`src/rtl/nes_poll_scheduler.sv`:
```
// nes_poll_scheduler: frame-rate poll sequencer for NUM_PADS nes_decoder
// instances, reading pads in order with per-wait timeouts and overrun flag.
module nes_poll_scheduler #(
   parameter  int NUM_PADS = 2,
   parameter  int POLL_DIV = 50000,
   parameter  int TIMEOUT  = 255,
   localparam int IW       = (NUM_PADS > 1) ? $clog2(NUM_PADS) : 1
) (
   input  logic                in_clock,
   input  logic                reset,
   input  logic                enable,
   input  logic [NUM_PADS-1:0] ready_to_read,
   output logic [NUM_PADS-1:0] read_data,
   output logic [IW-1:0]       cur_pad,
   output logic                busy,
   output logic                frame_done,
   output logic [NUM_PADS-1:0] timeout_err,
   output logic                overrun,
   input  logic                clear_err
);

   localparam int TW = $clog2(POLL_DIV);
   localparam int WW = $clog2(TIMEOUT);
   localparam logic [TW-1:0] TICK_MAX = TW'(POLL_DIV - 1);
   localparam logic [WW-1:0] WAIT_MAX = WW'(TIMEOUT - 1);
   localparam logic [IW-1:0] LAST_PAD = IW'(NUM_PADS - 1);

   typedef enum logic [2:0] {
      S_IDLE,
      S_WRDY,
      S_PULSE,
      S_WACK,
      S_WDONE,
      S_NEXT
   } state_t;

   state_t              state_q, state_d;
   logic [TW-1:0]       tick_cnt_q, tick_cnt_d;
   logic [WW-1:0]       wait_q, wait_d;
   logic [IW-1:0]       cur_pad_q, cur_pad_d;
   logic [NUM_PADS-1:0] read_data_q, read_data_d;
   logic [NUM_PADS-1:0] timeout_err_q, timeout_err_d;
   logic                busy_q, busy_d;
   logic                frame_done_q, frame_done_d;
   logic                overrun_q, overrun_d;

   logic tick;
   logic rdy_sel;
   logic waiting;
   logic expired;
   logic to_set;

   // Select the ready line of the pad currently being serviced.
   always_comb begin
      rdy_sel = 1'b0;
      for (int i = 0; i < NUM_PADS; i++) begin
         if (cur_pad_q == IW'(i)) rdy_sel = ready_to_read[i];
      end
   end

   // Frame tick divider, sequencing FSM, wait timer and error flags.
   always_comb begin
      tick = enable && (tick_cnt_q == '0);
      tick_cnt_d = tick_cnt_q;
      if (enable) begin
         tick_cnt_d = (tick_cnt_q == '0) ? TICK_MAX : tick_cnt_q - 1'b1;
      end

      state_d      = state_q;
      cur_pad_d    = cur_pad_q;
      busy_d       = busy_q;
      frame_done_d = 1'b0;
      to_set       = 1'b0;
      expired      = (wait_q == WAIT_MAX);

      // Clear first so that a same-cycle set event wins.
      timeout_err_d = clear_err ? '0 : timeout_err_q;
      overrun_d     = clear_err ? 1'b0 : overrun_q;
      if (tick && state_q != S_IDLE) overrun_d = 1'b1;

      unique case (state_q)
         S_IDLE: begin
            if (tick) begin
               state_d   = S_WRDY;
               cur_pad_d = '0;
               busy_d    = 1'b1;
            end
         end
         S_WRDY: begin
            if (rdy_sel) state_d = S_PULSE;
            else if (expired) begin
               to_set  = 1'b1;
               state_d = S_NEXT;
            end
         end
         S_PULSE: state_d = S_WACK;
         S_WACK: begin
            if (!rdy_sel) state_d = S_WDONE;
            else if (expired) begin
               to_set  = 1'b1;
               state_d = S_NEXT;
            end
         end
         S_WDONE: begin
            if (rdy_sel) state_d = S_NEXT;
            else if (expired) begin
               to_set  = 1'b1;
               state_d = S_NEXT;
            end
         end
         S_NEXT: begin
            if (cur_pad_q == LAST_PAD) begin
               state_d      = S_IDLE;
               busy_d       = 1'b0;
               frame_done_d = 1'b1;
            end else begin
               state_d   = S_WRDY;
               cur_pad_d = cur_pad_q + 1'b1;
            end
         end
         default: state_d = S_IDLE;
      endcase

      for (int i = 0; i < NUM_PADS; i++) begin
         if (to_set && cur_pad_q == IW'(i)) timeout_err_d[i] = 1'b1;
      end

      // Timer restarts on every state change and only runs while waiting.
      waiting = (state_q == S_WRDY) || (state_q == S_WACK) ||
                (state_q == S_WDONE);
      wait_d = '0;
      if (waiting && state_d == state_q) wait_d = wait_q + 1'b1;

      read_data_d = '0;
      for (int i = 0; i < NUM_PADS; i++) begin
         read_data_d[i] = (state_d == S_PULSE) && (cur_pad_d == IW'(i));
      end
   end

   // State and registered outputs; reset overrides everything.
   always_ff @(posedge in_clock) begin
      if (!reset) begin
         state_q       <= S_IDLE;
         tick_cnt_q    <= TICK_MAX;
         wait_q        <= '0;
         cur_pad_q     <= '0;
         read_data_q   <= '0;
         timeout_err_q <= '0;
         busy_q        <= 1'b0;
         frame_done_q  <= 1'b0;
         overrun_q     <= 1'b0;
      end else begin
         state_q       <= state_d;
         tick_cnt_q    <= tick_cnt_d;
         wait_q        <= wait_d;
         cur_pad_q     <= cur_pad_d;
         read_data_q   <= read_data_d;
         timeout_err_q <= timeout_err_d;
         busy_q        <= busy_d;
         frame_done_q  <= frame_done_d;
         overrun_q     <= overrun_d;
      end
   end

   assign read_data   = read_data_q;
   assign cur_pad     = cur_pad_q;
   assign busy        = busy_q;
   assign frame_done  = frame_done_q;
   assign timeout_err = timeout_err_q;
   assign overrun     = overrun_q;

endmodule
```
`config.mk`:
```
export PLATFORM = sky130hd
export DESIGN_NAME = nes_poll_scheduler
export DESIGN_NICKNAME = d
export VERILOG_FILES = /design/src/rtl/nes_poll_scheduler.sv
export SDC_FILE = /design/constraint.sdc
export NUM_CORES = 1
export LEC_CHECK = 0
export ABC_AREA = 1
export CAP_MARGIN = 25
export CORE_MARGIN = 10
export CORE_UTILIZATION = 35
export CTS_CLUSTER_DIAMETER = 40
export DETAILED_ROUTE_END_ITERATION = 10
export GPL_ROUTABILITY_DRIVEN = 0
export GPL_TIMING_DRIVEN = 0
export PLACE_DENSITY_LB_ADDON = 0.2
export SLEW_MARGIN = 20
export SYNTH_ARGS = -nofsm -noshare
export SYNTH_HDL_FRONTEND = slang
export SYNTH_SLANG_ARGS = --single-unit
```
`constraint.sdc`:
```
create_clock -name in_clock -period 1.3 [get_ports in_clock]
set_input_delay 0.26 -clock in_clock [delete_from_list [all_inputs] [get_ports in_clock]]
set_output_delay 0.26 -clock in_clock [all_outputs]
set_load 0.03 [all_outputs]
```
# After elaboration in Yosys (flattened, before gate mapping)
# Index checks and enable logic that the tools add are counted.
[op_classes]
n_div = 0
n_mul = 0
shift = 0
n_reduce_logical = 20
eq_ne = 10
bitwise = 2
mux = 25
n_lt_le_gt_ge = 0
add_sub_neg = 3
[ops]
columns = ["op", "count"]
rows = [
  ["$pmux W3 S6", 1],
  ["$logic_not A16 Y1", 1],
  ["$mux W16", 1],
  ["$sub A16 B1 Y16 const B", 1],
  ["$mux W3", 5],
  ["$mux W1", 14],
  ["$eq A3 B2 Y1 const B", 3],
  ["$add A8 B1 Y8 const B", 1],
  ["$eq A8 B8 Y1 const B", 1],
  ["$reduce_bool A2 Y1", 4],
  ["$logic_and A1 B1 Y1", 7],
  ["$eq A3 B3 Y1 const B", 2],
  ["$pmux W1 S2", 3],
  ["$ne A2 B2 Y1 const B", 2],
  ["$reduce_and A2 Y1", 2],
  ["$eq A3 B1 Y1 const B", 1],
  ["$eq A3 B3 Y1", 1],
  ["$logic_not A3 Y1", 1],
  ["$reduce_and A3 Y1", 1],
  ["$reduce_bool A3 Y1", 1],
  ["$logic_or A1 B1 Y1", 2],
  ["$mux W2", 1],
  ["$not A1 Y1", 2],
  ["$reduce_or A2 Y1", 1],
  ["$add A1 B1 Y1 const B", 1],
]
[totals]
mem_bits_ro = 0
in_bits = 6
word_cells = 70
latchBits = 0
ram_bits = 0
regBits = 35
memories = 0
out_inout_bits = 8

# Logic depth before layout (Yosys ltp)
[logic_depth]
word_depth = 7
mapped_depth = 11
depth_no_buf = 11

# Least setup slack after synthesis
# No wires, ideal clock.
[synth_timing]
path_type = "register to register"
startpoint = "reg cur_pad_q (netlist: cur_pad)"
endpoint = "reg wait_q[5]"
path_buffers = 0
path_stages_with_launch = 9
setup_slack_ns = -0.189
setup_time_ns = 0.116
required_ns = 1.184
synth_period_minus_slack_ns = 1.489
arrival_time_ns = 1.373
cell_sequence = "dfxtp_1 -> inv_2 -> nand2_1 -> nand2_2 -> or2_1 -> nand3_1 -> a21oi_2 -> nand2_2 -> nor2_1"
[synth_between]
elab_chain_len = 6
elab_cells_between_ends = 9
cone_classes = "1 x eq/ne; 6 x mux; 2 x reduce/logical"
[synth_rtl]
columns = ["element", "line", "source"]
rows = [
  ["start: declaration", "40", "logic [IW-1:0] cur_pad_q, cur_pad_d;"],
  ["start signal: assignment", "156", "cur_pad_q <= cur_pad_d;"],
  ["$mux W1", "57", "if (cur_pad_q == IW'(i)) rdy_sel = ready_to_read[i];"],
  ["$mux W3, on equally long branches", "105, 90, 98", ""],
  ["$pmux W3 S6 (*)", "81", "unique case (state_q)"],
  ["$eq A3 B3 Y1 (*)", "132", "if (waiting && state_d == state_q) wait_d = wait_q + 1'b1;"],
  ["$logic_and A1 B1 Y1 (*)", "132", ""],
  ["$reduce_and A2 Y1 (no source line) (*)", "n/a", ""],
  ["end signal: assignment", "155", "wait_q <= wait_d;"],
  ["end: declaration", "39", "logic [WW-1:0] wait_q, wait_d;"],
]
# Every way passes the cells marked *; elsewhere a longest branch is shown, timed or not.
# A chain may end at the register's enable or synchronous reset.

# Final worst setup path
[layout_timing]
startpoint = "reg tick_cnt_q[2]"
endpoint = "reg wait_q[0]"
[layout_between]
elab_chain_len = 7
[layout_rtl]
columns = ["element", "line", "source"]
rows = [
  ["start: declaration", "38", "logic [TW-1:0] tick_cnt_q, tick_cnt_d;"],
  ["start signal: assignment", "154", "tick_cnt_q <= tick_cnt_d;"],
  ["$logic_not A16 Y1", "63", "tick = enable && (tick_cnt_q == '0);"],
  ["$logic_and A1 B1 Y1", "63", ""],
  ["$mux W3", "83", "if (tick) begin"],
  ["$pmux W3 S6", "81", ""],
  ["$eq A3 B3 Y1", "132", ""],
  ["$logic_and A1 B1 Y1", "132", ""],
  ["$reduce_and A2 Y1 (no source line)", "n/a", ""],
]
# Every way passes these cells.

==> summary.txt <==
Timing
  – Hold slack: 395 ps
  – Fin Setup TNS: -1280 ps
  – Fmax: 704 MHz
  – Final Cycle Share: 1.09
  – Crit path time final: 1420 ps
  – Final setup fails: 18
  – Count of final hold-check violations: 0
  – Headroom to the max-slew limit: 0.743
  – Worst Tran Pin Value: 383 ps
  – Clock Skews: 9.44 ps
  – Slew Viols, Final: 0
  – Setup ws final: -121 ps
  – Unrepaired setup endpoints after global routing: yes

Synth
  – Sequential share of the synthesized area: 0.421
  – Area share of the largest cell type after synthesis: 0.421
  – Main area contributors after synthesis: dfxtp_1 42%, inv_1 7.9%, nand2_1 7.9%
  – Yosys top cell by area: dfxtp_1
  – Synthesized area per cell: 7.33 um^2
  – Post-Syn Instances: 227
  – Synth cell types: 27
  – #FFs+latches synth: 35
  – Syn nets: 237
  – Synthesized area: 1660 um^2
  – Number of synthesis warnings: 0

Status
  – Failing checks: setup timing
  – Status: finished with violations

Cells and area
  – Area occupied by multi-input gates: 1040 um^2
  – Fin cells: 314
  – Fill count: 447
  – Most frequent cells in the layout: 28 x inv_1, 26 x dfxtp_1, 25 x nand2_1
  – Cell area after layout: 2290 um^2
  – Reg area: 714 um^2
  – Layout cells sized above 1: 0.331
  – Antenna diodes: 0
  – Commonest non-fill, non-tap cell in the layout: inv_1
  – Net count, final: 269
  – Area growth from synthesis to layout: 37.5%

Floorplanning
  – Std cell rows: 25
  – Initial Utilization: 0.357
  – Num ports: 14
  – Core Region: 4660 um^2
  – Total die area: 7910 um^2
  – Height of the die: 88.9 um
  – Die width: 88.9 um

GRT
  – Vias in the first global route: 1426
  – Initial antenna violation count: 0
  – Gr ovfl total: 0
  – First-pass GRT wire length: 6220 um
  – Gr usage total: 0.0982
  – Pin count of the biggest net entering global routing: 11

Clocking
  – Clock sinks: 35
  – Worst-path clk slew: 80 ps
  – Hold-fix buffers at CTS: 0
  – Root buf cell: clkbuf_8
  – CTS Buffer Depth: 2
  – Worst skew pair latency: 290 ps
  – Number of H-tree levels: 2
  – CTS tree: built
  – Total CTS buffers: 5

Routing
  – Vias per cell: 4.72
  – Antenna viol nets, final: 0
  – WL per Instance: 11.6 um
  – DRC violation count after routing: 0
  – Router iterations before antenna repair: 4
  – Initial DRC count: 63
  – Total wire length: 3640 um
  – Via count: 1482

Power and ir drop
  – Pwr dens: 866 nW/um^2
  – LEAKAGE: 0.999 nW
  – Peak VDD IR: 443 uV

Worst setup path
  – FF-to-FF path depth: 8
  – Worst EP arrival: 1600 ps
  – Crit Path Category: flip-flop to flip-flop
  – Cells along the critical path: nor2_4 > nand2_1 > nor2_4 > nand4_1 > nand3_2 > nand2_2 > nand2_4 > nor2_1
  – Reg2reg start: tick_cnt_q[2]
  – CP Capture Type: flip-flop
  – FF-to-FF End: wait_q[0]
  – R2R setup slack: -120 ps
  – Req. time, crit path: 1480 ps
  – CP dominant cell by count: nor2_4
  – Crit-path max cell delay: 360 ps
  – CP Max Fanout: 8
  – CP startpoint kind: flip-flop
  – Crit-path slowest cell: dfxtp_2

Place
  – Port-buffer cells: 13
  – Post-DP Area: 1870 um^2
  – HPWL after DPL: 2480 um
  – Post-Place Cells: 294

Min path
  – Hold Crit Depth: 3
  – Hold Path Class: primary input to flip-flop
  – HP Start: reset
  – Hold path endpoint: overrun

Job
  – Max cap viols: 0
==> state kept, by name (all words and copies together), names as in the netlist <==
signal / count
tick_cnt_q: 16
wait_q: 8
state_q: 3
read_data: 2
timeout_err: 2
busy: 1
cur_pad: 1
frame_done: 1
overrun: 1
==> cells in the mapped netlist <==
cell	instances
o21ai_2	2
nor3_1	7
buf_2	1
a21oi_2	2
xnor2_1	3
nand2_2	3
nand2_1	35
nand4_1	4
a21oi_1	8
o21a_1	1
dfxtp_1	35
nor3b_1	2
inv_2	2
o31ai_1	3
nand3_1	24
nand3b_1	1
nor2_1	32
o21ai_0	7
ha_1	4
o211ai_1	1
a41oi_1	1
nor3_2	2
clkbuf_1	1
a31oi_1	2
xor2_1	8
or2_1	1
inv_1	35
==> logic make-up after synthesis <==
family	synth area share
fa+ha+maj	0.0301
compound gates	0.102
buf+inv	0.0888
simple gates	0.300
xor+xnor	0.0579
flops	0.421
==> per-layer routing <==
metal / global-route usage / up-vias / wire length, um
met5: 0 / - / 0
li1: - / 793 / -
met3: 0.0310 / 5 / 122
met4: 0.0441 / 0 / 66
met2: 0.157 / 16 / 1640
met1: 0.118 / 668 / 1810
==> where the power goes <==
| group | internal, W | switching, W | total, W |
|---|---|---|---|
| Clock | 0.000376 | 0.000403 | 0.000780 |
| Combinational | 0.0000578 | 0.0000606 | 0.000118 |
| Sequential | 0.00108 | 0.00000707 | 0.00108 |
==> critical path: cells and delay by family, from the launching register on <==
family           cells  cell delay, ps
and+or+nand+nor      8             960
DFF                  1             360
==> timing repair <==
item,4_1_cts,5_1_grt
resized for setup,39,49
pin swaps,12,19
endpoints found under the setup margin,39,33
endpoints found under the hold margin,0,0
setup buffers,11,2
==> final cells by class <==
cell class | instances | area share
well taps | 54 | 0.0295
clock buffers | 7 | 0.0334
inverters | 37 | 0.0629
multi-input cells | 153 | 0.453
clock inverters | 1 | 0.00219
flip-flops and latches | 35 | 0.312
repair buffers | 25 | 0.101
plain buffers | 2 | 0.00547
==> worst max path at each step <==
stage	startpoint	cells past startpoint	slack, ps	endpoint
2_1_floorplan	tick_cnt_q[1]	9	-5	tick_cnt_q[14]
3_3_place_gp	enable	8	-610	wait_q[7]
3_5_place_dp	enable	8	-600	wait_q[4]
4_1_cts	tick_cnt_q[1]	9	-140	wait_q[0]
5_1_grt	tick_cnt_q[1]	9	-210	wait_q[0]
6_report	tick_cnt_q[2]	8	-120	wait_q[0]
==> through the flow <==
step,setup WS [ps],total power (W),utilization
2_1_floorplan,-5.19,0.00115,-
3_3_place_gp,-611,0.00118,0.402
3_5_place_dp,-597,0.00118,0.402
4_1_cts,-143,0.00199,0.458
5_1_grt,-206,0.00205,0.491
6_report,-121,0.00198,0.491
Note: power is estimated with default switching activity, not from simulation.
